**config.mk**
```make
export PLATFORM = sky130hd
export DESIGN_NAME = card_demux_flat
export DESIGN_NICKNAME = d
export VERILOG_FILES = /design/src/rtl/card_demux_if.sv /design/src/rtl/card_demux.sv /design/src/flat_wrapper.sv
export SDC_FILE = /design/constraint.sdc
export NUM_CORES = 1
export LEC_CHECK = 0
export ABC_AREA = 0
export CAP_MARGIN = 0
export CORE_ASPECT_RATIO = 0.75
export CORE_UTILIZATION = 25
export CTS_CLUSTER_SIZE = 28
export DETAILED_ROUTE_END_ITERATION = 7
export GPL_ROUTABILITY_DRIVEN = 0
export PLACE_DENSITY = 0.48
export SLEW_MARGIN = 10
export SYNTH_ARGS = -nofsm -noshare
export SYNTH_HDL_FRONTEND = slang
export SYNTH_SLANG_ARGS = --single-unit
```
**constraint.sdc**
```tcl
create_clock -name aclk -period 4.7 [get_ports aclk]
set_clock_uncertainty 0.15 [all_clocks]
set_input_delay 0.94 -clock aclk [delete_from_list [all_inputs] [get_ports aclk]]
set_output_delay 0.94 -clock aclk [all_outputs]
set_load 0.1 [all_outputs]
```
**src/rtl/card_demux_if.sv**
```systemverilog
// rtl/card_demux_if.sv - input stream and per-channel output streams of the card demultiplexer
`timescale 1ns/1ps
interface card_demux_if #(
    parameter int NUM_CH = 8,
    parameter int DATA_W = 64
);
    logic [DATA_W-1:0]        s_tdata;
    logic                     s_tvalid;
    logic                     s_tready;
    logic [NUM_CH*DATA_W-1:0] m_tdata;
    logic [NUM_CH-1:0]        m_tvalid;
    logic [NUM_CH-1:0]        m_tready;

    // Producer of the tagged stream and consumer of the per-channel streams
    modport master (
        output s_tdata, s_tvalid, m_tready,
        input  s_tready, m_tdata, m_tvalid
    );

    // The demultiplexer itself
    modport slave (
        input  s_tdata, s_tvalid, m_tready,
        output s_tready, m_tdata, m_tvalid
    );
endinterface

```
**src/rtl/card_demux.sv**
```systemverilog
// rtl/card_demux.sv - tag-indexed fan-out of one stream into per-channel FIFOs
`timescale 1ns/1ps
module card_demux #(
    parameter int NUM_CH     = 8,
    parameter int DATA_W     = 64,
    parameter int FIFO_DEPTH = 4,
    parameter int STRIP_TAG  = 1
) (
    input  logic        aclk,
    input  logic        aresetn,
    card_demux_if.slave st,
    output logic [15:0] err_cnt
);
    localparam int TAG_W = (NUM_CH > 2) ? $clog2(NUM_CH) : 1;
    localparam int PTR_W = (FIFO_DEPTH > 2) ? $clog2(FIFO_DEPTH) : 1;
    localparam int CNT_W = PTR_W + 1;
    localparam logic [DATA_W-1:0] TAG_MASK = {{(DATA_W-TAG_W){1'b0}}, {TAG_W{1'b1}}};
    localparam logic [DATA_W-1:0] OUT_MASK = (STRIP_TAG != 0) ? ~TAG_MASK : {DATA_W{1'b1}};

    logic              stage_v;
    logic [DATA_W-1:0] stage_d;
    logic [TAG_W-1:0]  tag;
    logic              tag_ok;
    logic              drop;
    logic              push_ok;
    logic              accept;
    logic [NUM_CH-1:0] push;
    logic [NUM_CH-1:0] pop;
    logic [NUM_CH-1:0] full;

    logic [CNT_W-1:0]  count  [NUM_CH];
    logic [PTR_W-1:0]  wr_ptr [NUM_CH];
    logic [PTR_W-1:0]  rd_ptr [NUM_CH];
    logic [DATA_W-1:0] mem    [NUM_CH][FIFO_DEPTH];

    assign tag     = stage_d[TAG_W-1:0];
    assign tag_ok  = (int'(tag) < NUM_CH);
    assign drop    = stage_v && !tag_ok;
    // A dropped word frees the stage just like a successful push
    assign push_ok = (|push) || drop;
    // Ready only looks at registered state, so consumer ready never reaches the producer combinationally
    assign st.s_tready = aresetn && (!stage_v || push_ok);
    assign accept  = st.s_tvalid && st.s_tready;

    // Per-channel push/pop decode and output presentation from the FIFO heads
    always_comb begin
        push        = '0;
        pop         = '0;
        full        = '0;
        st.m_tvalid = '0;
        st.m_tdata  = '0;
        for (int i = 0; i < NUM_CH; i++) begin
            full[i]        = (count[i] == CNT_W'(FIFO_DEPTH));
            push[i]        = stage_v && tag_ok && (tag == TAG_W'(i)) && !full[i];
            st.m_tvalid[i] = (count[i] != '0);
            pop[i]         = (count[i] != '0) && st.m_tready[i];
            st.m_tdata[i*DATA_W +: DATA_W] = mem[i][rd_ptr[i]] & OUT_MASK;
        end
    end

    // Single-entry stage: refills on accept, empties once its word is dispatched or dropped
    always_ff @(posedge aclk or negedge aresetn) begin
        if (!aresetn) begin
            stage_v <= 1'b0;
            stage_d <= '0;
        end else if (accept) begin
            stage_v <= 1'b1;
            stage_d <= st.s_tdata;
        end else if (push_ok) begin
            stage_v <= 1'b0;
        end
    end

    // FIFO occupancy and pointers; pointers wrap naturally at the power-of-two depth
    always_ff @(posedge aclk or negedge aresetn) begin
        if (!aresetn) begin
            for (int i = 0; i < NUM_CH; i++) begin
                count[i]  <= '0;
                wr_ptr[i] <= '0;
                rd_ptr[i] <= '0;
            end
        end else begin
            for (int i = 0; i < NUM_CH; i++) begin
                if (push[i]) wr_ptr[i] <= wr_ptr[i] + 1'b1;
                if (pop[i])  rd_ptr[i] <= rd_ptr[i] + 1'b1;
                count[i] <= count[i] + {{(CNT_W-1){1'b0}}, push[i]}
                                     - {{(CNT_W-1){1'b0}}, pop[i]};
            end
        end
    end

    // FIFO storage, no reset needed since occupancy gates every read
    always_ff @(posedge aclk) begin
        for (int i = 0; i < NUM_CH; i++) begin
            if (push[i]) mem[i][wr_ptr[i]] <= stage_d;
        end
    end

    // Saturating count of words whose tag names no channel
    always_ff @(posedge aclk or negedge aresetn) begin
        if (!aresetn) begin
            err_cnt <= '0;
        end else if (drop && (err_cnt != 16'hFFFF)) begin
            err_cnt <= err_cnt + 16'd1;
        end
    end
endmodule

```
**src/flat_wrapper.sv**
```systemverilog
// flat-port wrapper written by rule: the top's interface ports become plain ports
module card_demux_flat 
#(
    parameter int NUM_CH     = 8,
    parameter int DATA_W     = 64,
    parameter int FIFO_DEPTH = 4,
    parameter int STRIP_TAG  = 1
)
  (aclk, aresetn, err_cnt, st_s_tdata, st_s_tvalid, st_m_tready, st_s_tready, st_m_tdata, st_m_tvalid);
  card_demux_if #(.NUM_CH(NUM_CH), .DATA_W(DATA_W)) st_i ();
  input  logic aclk;
  input  logic aresetn;
  output logic [15:0] err_cnt;
  input wire logic [$bits(st_i.s_tdata)-1:0] st_s_tdata;
  input wire logic [$bits(st_i.s_tvalid)-1:0] st_s_tvalid;
  input wire logic [$bits(st_i.m_tready)-1:0] st_m_tready;
  output wire logic [$bits(st_i.s_tready)-1:0] st_s_tready;
  output wire logic [$bits(st_i.m_tdata)-1:0] st_m_tdata;
  output wire logic [$bits(st_i.m_tvalid)-1:0] st_m_tvalid;
  assign st_i.s_tdata = st_s_tdata;
  assign st_i.s_tvalid = st_s_tvalid;
  assign st_i.m_tready = st_m_tready;
  assign st_s_tready = st_i.s_tready;
  assign st_m_tdata = st_i.m_tdata;
  assign st_m_tvalid = st_i.m_tvalid;
  card_demux #(.NUM_CH(NUM_CH), .DATA_W(DATA_W), .FIFO_DEPTH(FIFO_DEPTH), .STRIP_TAG(STRIP_TAG)) u_core (.aclk(aclk), .aresetn(aresetn), .st(st_i), .err_cnt(err_cnt));
endmodule
```
* Word-level counts from Yosys, hierarchy flattened
Memories as Yosys holds them, arrays and structs flattened.
Cells that the tools add are included.
** Word-level totals
- Register bits after elaboration :: 121
- RAM bits :: 2048
- Bits of input ports :: 75
- Logic and storage cells :: 255
- Memories :: 1
** Operators by class
- Add/sub/neg operators :: 32
- Order comparisons :: 24
- Equal/unequal tests :: 15
- Mux-type cells :: 79
- Bitwise logic cells :: 16
- Reductions and logical operators :: 62
** Memory list
- u_core.mem :: depth 8, width 256, rd ports 8, clocked after Yosys merged registers in 0, wr ports 1, line card_demux.sv:34 : logic [DATA_W-1:0] mem [NUM_CH][FIFO_DEPTH];
** Operators with widths (count)
- $mux W256 :: 22
- $reduce_or A256 Y1 :: 7
- $mux W64 :: 24
- $bmux W64 S2 :: 8
- $demux W64 S2 :: 8
- $ge A3 B3 Y1 const B :: 16
- $not A2 Y3 :: 16
- $eq A3 B3 Y1 const B :: 12
- $logic_and A1 B1 Y1 :: 34
- $add A2 B1 Y2 const B :: 16
- $add A3 B1 Y3 :: 8
- $lt A3 B1 Y1 const B :: 8
- $reduce_bool A3 Y1 :: 8
- $sub A3 B1 Y3 :: 8
- $mux W3 :: 7
- $mux W1 :: 10
- $logic_not A1 Y1 :: 9
- $reduce_or A8 Y1 :: 1
- $eq A3 B2 Y1 const B :: 2
- $eq A3 B1 Y1 const B :: 1
- $logic_not A3 Y1 :: 1
- $reduce_bool A2 Y1 :: 1
- $logic_or A1 B1 Y1 :: 1

* Depth between registers and ports, before layout
- Word-level depth :: 14
- Mapped depth :: 12

* Worst setup path before layout
Ideal clock, no wire load.
- Path kind :: register to register
- From :: register u_core.stage_d[0]
- To :: memory u_core.mem[0][100] (netlist name) (enable)
- Data arrival time :: 2734 ps
- Path slack :: 1391 ps
- Stages on the path, launching flop included :: 4
- Cells stage by stage :: dfrtp_1 nand2b_1 a2111oi_2 and2_1
** Between the ends
- Word-level cells in the longest chain between the ends :: 13
- Elaborated cells between the ends (all ways) :: 61
- Classes of those cells :: eq/ne (7); mux (30); reduce/logical (24)
** Ends and longest elaborated chain
- from (decl) :: line card_demux.sv:21 : logic [DATA_W-1:0] stage_d;
- from (signal assigned) :: line card_demux.sv:68 : stage_d <= st.s_tdata;
- $eq A3 B1 Y1 :: line card_demux.sv:54 : push[i] = stage_v && tag_ok && (tag == TAG_W'(i)) && !full[i];
- $logic_and A1 B1 Y1 (2 in series) :: line card_demux.sv:54
- $mux W1 :: line card_demux.sv:95 : if (push[i]) mem[i][wr_ptr[i]] <= stage_d;
- $mux W256 (not written as such) :: line card_demux.sv:95
- $reduce_or A256 Y1 (no line)
- $mux W3 (no line) / $mux W256 (equally long branches) (7 in series)
- to (decl) :: line card_demux.sv:34
Parallel ways exist; a longest one is shown, timed or not.

* Final worst setup path
- From :: register u_core.rd_ptr[13] (netlist name)
- To :: output port st_m_tdata[101]
** Between the ends
- Word-level cells in the longest chain between the ends :: 4
** Ends and longest elaborated chain
- from (decl) :: line card_demux.sv:33 : logic [PTR_W-1:0] rd_ptr [NUM_CH];
- from (signal, indexed assignment) :: line card_demux.sv:85 : if (pop[i]) rd_ptr[i] <= rd_ptr[i] + 1'b1;
- $not A2 Y3 (not written as such) :: line card_demux.sv:57 : st.m_tdata[i*DATA_W +: DATA_W] = mem[i][rd_ptr[i]] & OUT_MASK;
- $bmux W64 S2 :: line card_demux.sv:57
- $mux W64 (not written as such) (2 in series) :: line card_demux.sv:57
- to (decl) :: line flat_wrapper.sv:18 : output wire logic [$bits(st_i.m_tdata)-1:0] st_m_tdata;
Every way passes these cells. The select of a mux whose other input is x is not followed.

==> qor.csv <==
metric;value;unit
ff2ff_setup_slack;1.38;ns
relSlewSlack;17.16;%
ant_nets;0;
hold_viol_final;0;
cts_tree;yes;
period_share;95.81;%
synthFlopType;edfxtp_1;
yosysWarnings;0;
ys_async_sr_fraction;5.837;%
crit_chain;mux4_2 > clkdlybuf4s50_1;
core.rowCount;175;
vias_per_cell;4.364;
reg2reg_from;u_core.stage_d[2];
hp-start;u_core.stage_d[56];
hold_path_depth;1;
reg2reg_depth;4;
fillers;29190;
crit_arrival;3.41;ns
critPathBufInv;1;
synth.most_common_cell;edfxtp_1;
cts_resized;0;
grt_pass1_wl;322600;um
clockBufferDepth;4;
die_w;640.1;um
drt-initial-drc-count;3477;
num_vias;35220;
synth_edf_count;1952;
hp-class;flop to flop;
cts-buffers-inserted;215;
crit_type;flop to primary output;
clkLatencyLatePin;0.89;ns
drc;0;
start_util;25.16;%
area_growth;22.87;%
required;3.61;ns
fmax;222.1;MHz
track_usage;15.38;%
dieArea;307600;sq um
startpoint_type;flop;
cts.clk_slew.worst_paths;0.06;ns
cpLargestDelayFamily;buffers and inverters;
cp_slowest_stage_delay;1.16;ns
synth_top_area_share;76.77;%
hpwl;154200;um
post_cts_buffers;0;
layout-drive-gt1-share;36.62;%
first_pass_iters;7;
h-tree-depth;4;
worstMarginPinSlew;1.243;ns
finalCriticalPeriod;4.503;ns
cts_root_buffer;clkbuf_16;
fin_nets;3964;
hold_end;u_core.stage_d[56];
holdBufCountCts;1;
crit_path_top_delay_cell;clkdlybuf4s50_1;
fin_util;30.91;%
wire_per_inst;29.94;um
tns;0;ns
slew_violations;0;
end_kind;primary output;
crit_path_start;u_core.rd_ptr[13];
ys_ff_latch;2073;
maxCapViolations;0;
syn_area_per_cell;25.12;sq um
synth_area_leaders;edfxtp_1 77%, mux4_2 14%, dfrtp_1 4.0%, mux2_4 1.1%, ha_1 0.79%;
syn_inst;3040;
setup_viol;0;
pin_count;612;
status;completed;
die_h;480.6;um
r2r_end;u_core.mem[0][729];
io_buffer_count;571;
ys_seq_area_share;80.74;%
yosys.area.top_type;edfxtp_1;
antenna_found_initial;17;
core-area;303500;sq um
worstPathMaxFanout;37;
wirelength;241600;um
synth_area;76350;sq um
crit_cells;2;
synthTopCellsByCount;1952 x edfxtp_1, 488 x mux4_2, 121 x dfrtp_1, 59 x clkbuf_1, 58 x mux2_4;
globalRouteOverflowTotal;0;
cts.sinks;2073;
ys_types;34;
grt_max_degree;62;
grt_pass1_vias;36010;
rsz0062_at_grt;false;
==> metal layers <==
layer  vias up  part of all wire [%]  GRT usage, %
li1      14330                     -             -
met1     19440                    45         21.78
met2      1179                    45         23.53
met3       271                   7.9         4.407
met4         4                   1.9         3.105
met5         -                 0.011             0
==> sequential cells by signal, summed over array words and instances, names as in the netlist <==
register,flops
u_core.wr_ptr,16
u_core.mem,1952
u_core.stage_v,1
u_core.rd_ptr,16
u_core.count,24
u_core.stage_d,64
==> logic make-up (layout without fill, tap and decap cells) <==
group	Yosys count	in the layout	synth area share [%]
DFF	2073	2073	80.74
muxes	550	550	15.59
buffers and inverters	207	1123	1.339
and+or+nand+nor	92	92	0.6686
adders and majority gates	56	56	0.9963
xor gates and xnor gates	40	40	0.4588
AOI/OAI and AO/OA	21	21	0.2032
other	1	44	0.004911
==> cell usage in the layout, fill, tap and decap left out, types with 7 or more instances in the layout <==
| master | instances |
|---|---|
| clkdlybuf4s50_1 | 131 |
| clkbuf_1 | 54 |
| fa_1 | 8 |
| buf_12 | 56 |
| xnor2_1 | 30 |
| clkinv_2 | 30 |
| nand2_1 | 21 |
| mux2_4 | 58 |
| dfrtp_2 | 9 |
| and2_4 | 32 |
| ha_1 | 48 |
| or3_1 | 8 |
| and2_1 | 9 |
| inv_1 | 48 |
| clkbuf_8 | 16 |
| edfxtp_1 | 1952 |
| conb_1 | 40 |
| dfrtp_1 | 96 |
| clkbuf_16 | 216 |
| buf_4 | 507 |
| bufinv_16 | 11 |
| nor3_1 | 7 |
| mux4_2 | 488 |
| o21ai_0 | 9 |
| dfrtp_4 | 16 |
| clkinv_1 | 35 |
| xor2_1 | 10 |
==> worst max path at each step <==
| stage | to |
|---|---|
| after floorplan | u_core.mem[0][100] |
| after global placement | st_m_tdata[101] |
| after detailed placement | st_m_tdata[101] |
| after CTS | st_m_tdata[101] |
| after global routing | st_m_tdata[101] |
| final | st_m_tdata[101] |
==> area by class of cell <==
| type | count | area [sq um] | area share [%] |
|---|---|---|---|
| Antenna cell | 4 | 10.01 | 0.01067 |
| Clock buffer | 285 | 5814 | 6.197 |
| Clock inverter | 94 | 817.0 | 0.8709 |
| Inverter | 48 | 180.2 | 0.1920 |
| Multi-Input combinational cell | 799 | 13930 | 14.84 |
| Sequential cell | 2073 | 61720 | 65.78 |
| Tap cell | 4071 | 5094 | 5.429 |
| Timing Repair Buffer | 696 | 6262 | 6.675 |
==> through the flow <==
step                worst slack [ns]  cells  area (sq um)  hold WS, ns
floorplan                      1.391   3079         76500       0.3431
global placement               1.032   7686         87160       0.3442
detailed placement             1.016   7686         87160       0.3492
CTS                          0.05361   8066         93800       0.3369
global route                 0.01850   8067         93810       0.3807
finish                        0.1969   8070         93820       0.3664
==> worst register-to-register path, cell delays in order (launching register included) <==
cell      delay (ns)
dfrtp_1         0.49
nand2b_1        0.25
nor3_1          0.80
and2_4          0.80
buf_4           0.48
Power is not shown: default switching activity piles up to over one toggle a cycle in this logic, so the estimate is an artifact.
